[config.mk]
export PLATFORM = sky130hd
export DESIGN_NAME = alu_result_display_flat
export DESIGN_NICKNAME = d
export VERILOG_FILES = /design/src/rtl/alu_result_display_if.sv /design/src/rtl/alu_result_display.sv /design/src/flat_wrapper.sv
export SDC_FILE = /design/constraint.sdc
export NUM_CORES = 1
export LEC_CHECK = 0
export ABC_AREA = 1
export CAP_MARGIN = 20
export CORE_ASPECT_RATIO = 0.8
export CORE_MARGIN = 1.5
export CORE_UTILIZATION = 48
export DETAILED_ROUTE_END_ITERATION = 8
export PLACE_DENSITY_LB_ADDON = 0.3
export SKIP_CTS_REPAIR_TIMING = 1
export SLEW_MARGIN = 20
export SYNTH_ARGS = -nofsm -noshare
export SYNTH_HDL_FRONTEND = slang
export SYNTH_SLANG_ARGS = --single-unit
export TNS_END_PERCENT = 100
[constraint.sdc]
create_clock -name clk -period 1.8 [get_ports clk]
set_input_delay 0.36 -clock clk [delete_from_list [all_inputs] [get_ports clk]]
set_output_delay 0.36 -clock clk [all_outputs]
set_load 0.005 [all_outputs]
[src/rtl/alu_result_display_if.sv]
// Result handshake between the ALU and the read-back display sequencer.
// The ALU side (master) offers a result word with its flags and opcode;
// the display side (slave) answers with res_ready when it can capture one.
interface alu_result_display_if;
  logic        res_valid;
  logic        res_ready;
  logic [15:0] result;
  logic [3:0]  flags;
  logic [3:0]  op;

  modport master (
    output res_valid,
    output result,
    output flags,
    output op,
    input  res_ready
  );

  modport slave (
    input  res_valid,
    input  result,
    input  flags,
    input  op,
    output res_ready
  );
endinterface

[src/rtl/alu_result_display.sv]
// Read-back sequencer for the ALU bench board. Captures one ALU result per
// handshake, then walks the 16-bit LED display through the result word and
// the {op, flags} word. Each step comes from a rising edge of the debounced
// push button or from the optional auto-advance timer. Finishing a sequence
// bumps the completed-result counter, which the display shows while idle.
module alu_result_display #(
  parameter int AUTO_CYC = 0,
  parameter int CNTW     = 8
) (
  input  logic                 clk,
  input  logic                 rst,
  alu_result_display_if.slave  bus,
  input  logic                 step,
  output logic [15:0]          disp,
  output logic [1:0]           disp_sel,
  output logic                 busy,
  output logic                 done
);

  typedef enum logic [1:0] {
    IDLE = 2'd0,
    RES  = 2'd1,
    FLAG = 2'd2
  } state_t;

  // The hold counter only has to reach AUTO_CYC-1; keep at least one bit so
  // the design still elaborates when auto-advance is disabled.
  localparam int HW = (AUTO_CYC > 1) ? $clog2(AUTO_CYC) : 1;
  localparam logic [HW-1:0] HOLD_LAST = HW'((AUTO_CYC > 0) ? AUTO_CYC - 1 : 0);

  state_t          state;
  state_t          state_next;
  logic            step_d;
  logic            step_edge;
  logic            auto_hit;
  logic            adv;
  logic [HW-1:0]   hold;
  logic [CNTW-1:0] cnt;
  logic [CNTW-1:0] cnt_next;
  logic [15:0]     res_s;
  logic [3:0]      flags_s;
  logic [3:0]      op_s;
  logic            capture;
  logic            inc_cnt;
  logic            done_next;
  logic [15:0]     disp_next;

  assign step_edge = step & ~step_d;
  assign auto_hit  = (AUTO_CYC != 0) && (hold == HOLD_LAST);
  assign adv       = step_edge | auto_hit;

  // Status outputs are decoded straight from the state register.
  assign bus.res_ready = (state == IDLE);
  assign busy          = (state != IDLE);
  assign disp_sel      = (state == RES)  ? 2'b01 :
                         (state == FLAG) ? 2'b10 : 2'b00;

  // Next-state, capture/count strobes and the next display word.
  always_comb begin
    state_next = state;
    capture    = 1'b0;
    inc_cnt    = 1'b0;
    done_next  = 1'b0;
    case (state)
      IDLE: begin
        if (bus.res_valid) begin
          state_next = RES;
          capture    = 1'b1;
        end
      end
      RES: begin
        if (adv) begin
          state_next = FLAG;
        end
      end
      FLAG: begin
        if (adv) begin
          state_next = IDLE;
          done_next  = 1'b1;
          inc_cnt    = 1'b1;
        end
      end
      default: begin
        state_next = IDLE;
      end
    endcase

    cnt_next = inc_cnt ? cnt + CNTW'(1) : cnt;

    disp_next = 16'h0000;
    case (state_next)
      IDLE:    disp_next = 16'(cnt_next);
      RES:     disp_next = capture ? bus.result : res_s;
      FLAG:    disp_next = {op_s, 8'h00, flags_s};
      default: disp_next = 16'h0000;
    endcase
  end

  // State, counters, snapshots and registered display outputs.
  always_ff @(posedge clk or posedge rst) begin
    if (rst) begin
      state   <= IDLE;
      step_d  <= 1'b1;
      hold    <= '0;
      cnt     <= '0;
      res_s   <= 16'h0000;
      flags_s <= 4'h0;
      op_s    <= 4'h0;
      disp    <= 16'h0000;
      done    <= 1'b0;
    end else begin
      state  <= state_next;
      step_d <= step;
      cnt    <= cnt_next;
      disp   <= disp_next;
      done   <= done_next;
      if (state_next != state) begin
        hold <= '0;
      end else if (state != IDLE) begin
        hold <= hold + HW'(1);
      end
      if (capture) begin
        res_s   <= bus.result;
        flags_s <= bus.flags;
        op_s    <= bus.op;
      end
    end
  end

endmodule

[src/flat_wrapper.sv]
// flat-port wrapper written by rule: the top's interface ports become plain ports
module alu_result_display_flat 
#(
  parameter int AUTO_CYC = 0,
  parameter int CNTW     = 8
)
  (clk, rst, step, disp, disp_sel, busy, done, bus_res_valid, bus_result, bus_flags, bus_op, bus_res_ready);
  alu_result_display_if bus_i ();
  input  logic clk;
  input  logic rst;
  input  logic step;
  output logic [15:0] disp;
  output logic [1:0] disp_sel;
  output logic busy;
  output logic done;
  input wire logic [$bits(bus_i.res_valid)-1:0] bus_res_valid;
  input wire logic [$bits(bus_i.result)-1:0] bus_result;
  input wire logic [$bits(bus_i.flags)-1:0] bus_flags;
  input wire logic [$bits(bus_i.op)-1:0] bus_op;
  output wire logic [$bits(bus_i.res_ready)-1:0] bus_res_ready;
  assign bus_i.res_valid = bus_res_valid;
  assign bus_i.result = bus_result;
  assign bus_i.flags = bus_flags;
  assign bus_i.op = bus_op;
  assign bus_res_ready = bus_i.res_ready;
  alu_result_display #(.AUTO_CYC(AUTO_CYC), .CNTW(CNTW)) u_core (.clk(clk), .rst(rst), .bus(bus_i), .step(step), .disp(disp), .disp_sel(disp_sel), .busy(busy), .done(done));
endmodule
-- Word-level counts from Yosys, hierarchy flattened
Index checks and enable logic that the tools add are counted.
- $add $sub $neg: 1
- equality and inequality tests: 4
- mux-type cells: 13
- bitwise logic cells: 2
- reductions and logical operators: 3
- operators with widths (kind ; number):
    $pmux 16 s3 ; 1
    $mux 16 ; 1
    $mux 2 ; 5
    $add 8x1->8 const B ; 1
    $mux 8 ; 1
    $pmux 2 s3 ; 1
    $eq 2x1->1 const B ; 2
    $eq 2x2->1 const B ; 2
    $logic_not 2->1 ; 2
    $mux 1 ; 4
    $reduce_bool 2->1 ; 1
    $and 1x1->1 ; 1
    $not 1->1 ; 1
- register bits: 52
- output and inout bits: 21
- word-level logic and storage cells: 31

-- Depth between registers and ports, before layout
Gate-level depths: netlist of the first run.
- depth in word-level cells: 6
- gate-level depth with buffers: 9
- gate-level depth less buffers: 8

-- Least setup slack after synthesis of the first run
OpenSTA, ideal clock, no wires.
- path type: flip-flop to flip-flop
- start: register u_core.state[0]
- end: register u_core.flags_s[3]
- library setup time: 0.125 ns
- data arrival time: 1.173 ns
- data required time: 1.675 ns
- setup slack: 0.501 ns
- cell stages (with the launch flop): 6
- clock period less this slack: 1.299 ns
- cells stage by stage: dfrtp_1 nor2_4 nand2_2 buf_6 buf_6 mux2_4
- longest elaborated chain between the ends: 2
- RTL lines (what ; line ; source):
    start: declaration ; alu_result_display.sv:31 ; state_t state;
    start signal: assignment ; alu_result_display.sv:112 ; state <= state_next;
    $logic_not 2->1 ; alu_result_display.sv:64 ; case (state)
    $mux 1 ; alu_result_display.sv:64 ;
    end signal: assignment ; alu_result_display.sv:124 ; flags_s <= bus.flags;
    end: declaration ; alu_result_display.sv:41 ; logic [3:0] flags_s;
No other way between the ends.
A chain may end at the register's enable or synchronous reset.

-- Final worst setup path of the first run
- start: register u_core.state[0]
- end: output port disp_sel[0]
- longest elaborated chain between the ends: 2
- RTL lines (what ; line ; source):
    $eq 2x1->1 ; alu_result_display.sv:55 ; assign disp_sel = (state == RES) ? 2'b01 :
    $mux 2 ; alu_result_display.sv:55 ;
    end: declaration ; flat_wrapper.sv:13 ; output logic [1:0] disp_sel;
No other way between the ends.

==> run_results.csv, run 1 <==
group,metric,value,unit
floorplanning,io_pins,49,
sta,timing.final.crit_share,0.999,
finish,drive_gt1_frac,0.127,
logic_synthesis,synth_area_leaders,"dfrtp_1, nand2_1, nand3_1",
global_route,grt_first_pass_wirelength,7170,microns
worst_setup_path,worst-setup-path-type,"reg -> out",
floorplanning,die_x,78.5,microns
clock_tree,clock_latency,0.30,ns
run_status,outcome,"complete, no violations",
sta,rsz0062_at_grt,"yes",
pwr,power_leakage,1.48,nW
placement,place_congestion,0.747,
logic_synthesis,syn_area,2190,sq um
logic_synthesis,synth_common_cells,"nand2_1, dfrtp_1, inv_1, nand3_1, nor2_1",
hold_path,hold_path.class,"in -> async",
flow_run,maxCapViolCount,0,
placement,dp_slack,0.0464,ns
global_route,grt_pass1_vias,1597,
finish,final_util,0.677,
sta,fmax,556,MHz
floorplanning,core-area,4280,sq um
global_route,grt_use_total,0.190,
pwr,peakVddDrop,0.880,mV
routing,viasPerCell,4.83,
logic_synthesis,netlist_instances,240,
global_route,grt_max_degree,53,
worst_setup_path,crit_arrival,1.44,ns
routing,drt_iter0_drc,127,
sta,tns,0,ns
clock_tree,cts_buffers,5,
logic_synthesis,synth_top_area_frac,0.583,
sta,setup_violations,0,
placement,place_hpwl,3030,microns
finish,seqCellArea,1310,sq um
logic_synthesis,yosysMostFrequentCell,"nand2_1",
floorplanning,num_rows,21,
logic_synthesis,synth-edff-count,0,
sta,holdWs,0.399,ns
sta,slew_violations,0,
clock_tree,cts.clk_slew.worst_paths,0.09,ns
global_route,grt-ovfl-total,0,
logic_synthesis,ys_seq_area_frac,0.595,
sta,setup_ws,0.00258,ns
sta,hold_viol,0,
clock_tree,numClockSinks,52,
logic_synthesis,yosysUniqueCellTypes,20,
clock_tree,clockBufferDepth,2,
routing,detail_route.first_pass.iterations,4,
finish,syn_to_final_growth,32.3,%
placement,portBuffers,48,
worst_setup_path,crit_required,1.44,ns
routing,route.detailed.drc,0,
worst_setup_path,cp_max_fo,3,
logic_synthesis,synthFlopType,"dfrtp_1",
floorplanning,dieArea,4980,sq um
logic_synthesis,ys_warn_count,0,
sta,fin_skew,0.00895,ns
routing,antenna_left,0,
logic_synthesis,yosys.area.top_type,"dfrtp_1",
routing,vias,1723,
sta,relSlewSlack,0.733,
logic_synthesis,syn-mean-instance-area,9.13,sq um
pwr,finalPower,0.00435,W
floorplanning,die_h,63.4,microns
clock_tree,cts-root-buf,"clkbuf_8",
clock_tree,cts_tree,"done",
logic_synthesis,synth.net_count,269,
global_route,antenna_found_initial,0,
sta,worstMarginPinSlew,0.400,ns
routing,drt_wl_total,4340,microns
floorplanning,start_util,0.512,
finish,finish.net_count,328,
routing,wl_per_cell,12.2,microns
pwr,power_density,1500,nW/um^2
sta,fin_crit,1.80,ns
finish,multiInputGateArea,729,sq um
finish,num_antenna_cells,0,
finish,fillerInstances,347,
logic_synthesis,synth-async-reset-ratio,1.00,
clock_tree,htree_num_levels,2,
worst_setup_path,critPathLaunchType,"register",
worst_setup_path,cp-end-kind,"output port",
logic_synthesis,synth-seq-cells,52,
## worst max-delay path: stages (launching register included)
cell	delay [ns]
dfrtp_2	0.42
inv_1	0.08
nor2_2	0.13
clkdlybuf4s50_1	0.52
## routing by layer
| layer | vias to the layer above | global-route usage | routed length [microns] | part of all wire |
|---|---|---|---|---|
| met5 | - | 0 | 0 | 0 |
| met3 | 11 | 0.0493 | 271 | 0.062 |
| met1 | 801 | 0.267 | 2000 | 0.46 |
| li1 | 852 | - | - | - |
| met4 | 0 | 0.0826 | 85 | 0.020 |
| met2 | 59 | 0.277 | 1990 | 0.46 |
## cells in the final DEF, fill, tap and decap left out, types with 4 or more instances in the layout
cell,netlist,routed
dfrtp_1,51,49
nand2_1,91,91
and2_1,4,4
mux2_2,6,6
nor2_2,2,4
o21ai_0,4,4
clkdlybuf4s50_1,0,45
inv_1,29,28
nor2_1,10,8
nand3_1,24,24
clkbuf_8,0,5
buf_4,1,9
## flip-flops by register name, indices dropped and copies added (netlist names)
register,flops
u_core.step_d,1
u_core.disp,16
u_core.done,1
u_core.res_s,16
u_core.cnt,8
u_core.op_s,4
u_core.flags_s,4
u_core.state,2
## logic make-up (layout without fill, tap and decap cells)
| family | Yosys count | count (layout) | synth area share |
|---|---|---|---|
| simple gates | 138 | 138 | 0.267 |
| flops | 52 | 52 | 0.595 |
| buf+inv | 36 | 96 | 0.0748 |
| mux | 8 | 8 | 0.0445 |
| compound gates | 4 | 4 | 0.00914 |
| fa+ha+maj | 1 | 1 | 0.00571 |
| xor+xnor | 1 | 1 | 0.00400 |
## area by class of cell
cell class	instances	share of cell area
inverter	29	0.0375
clock inverter	2	0.00561
timing repair buffer	59	0.205
multi-input combinational	152	0.252
tap	57	0.0246
clock buffer	6	0.0250
sequential	52	0.450
## stage by stage
step                      cells  area [sq um]
final                       357          2900
after global routing        357          2900
after CTS                   354          2860
after detailed placement    346          2770
after global placement      346          2770
after floorplan             240          2190
## final timing paths
check | startpoint | slack [ns] | cells after the start | endpoint
max | u_core.state[0] | 0.003 | 3 | disp_sel[0]
min | rst | 0.40 | 3 | u_core.res_s[9]
max reg2reg | u_core.state[1] | 0.24 | 6 | u_core.op_s[3]
min reg2reg | u_core.res_s[13] | 0.48 | 2 | u_core.res_s[13]
max in group asynchronous | rst | 1.10 | 3 | u_core.step_d
min in group clk | u_core.res_s[13] | 0.48 | 2 | u_core.res_s[13]
## where the power goes
part           internal [W]  total [W]  switching, W  leakage, nW
sequential          0.00166    0.00187      0.000209        0.607
clock              0.000277   0.000647      0.000370       0.0414
combinational      0.000920    0.00183      0.000909        0.833
total               0.00286    0.00435       0.00149         1.48
(Power assumes the default switching activity.)
==> inputs of run 2 (changes only) <==
SLEW_MARGIN = 15   (was 20)
==> results of run 2 <==
The final DEF is identical to that of run 1; final timing and power are the same.
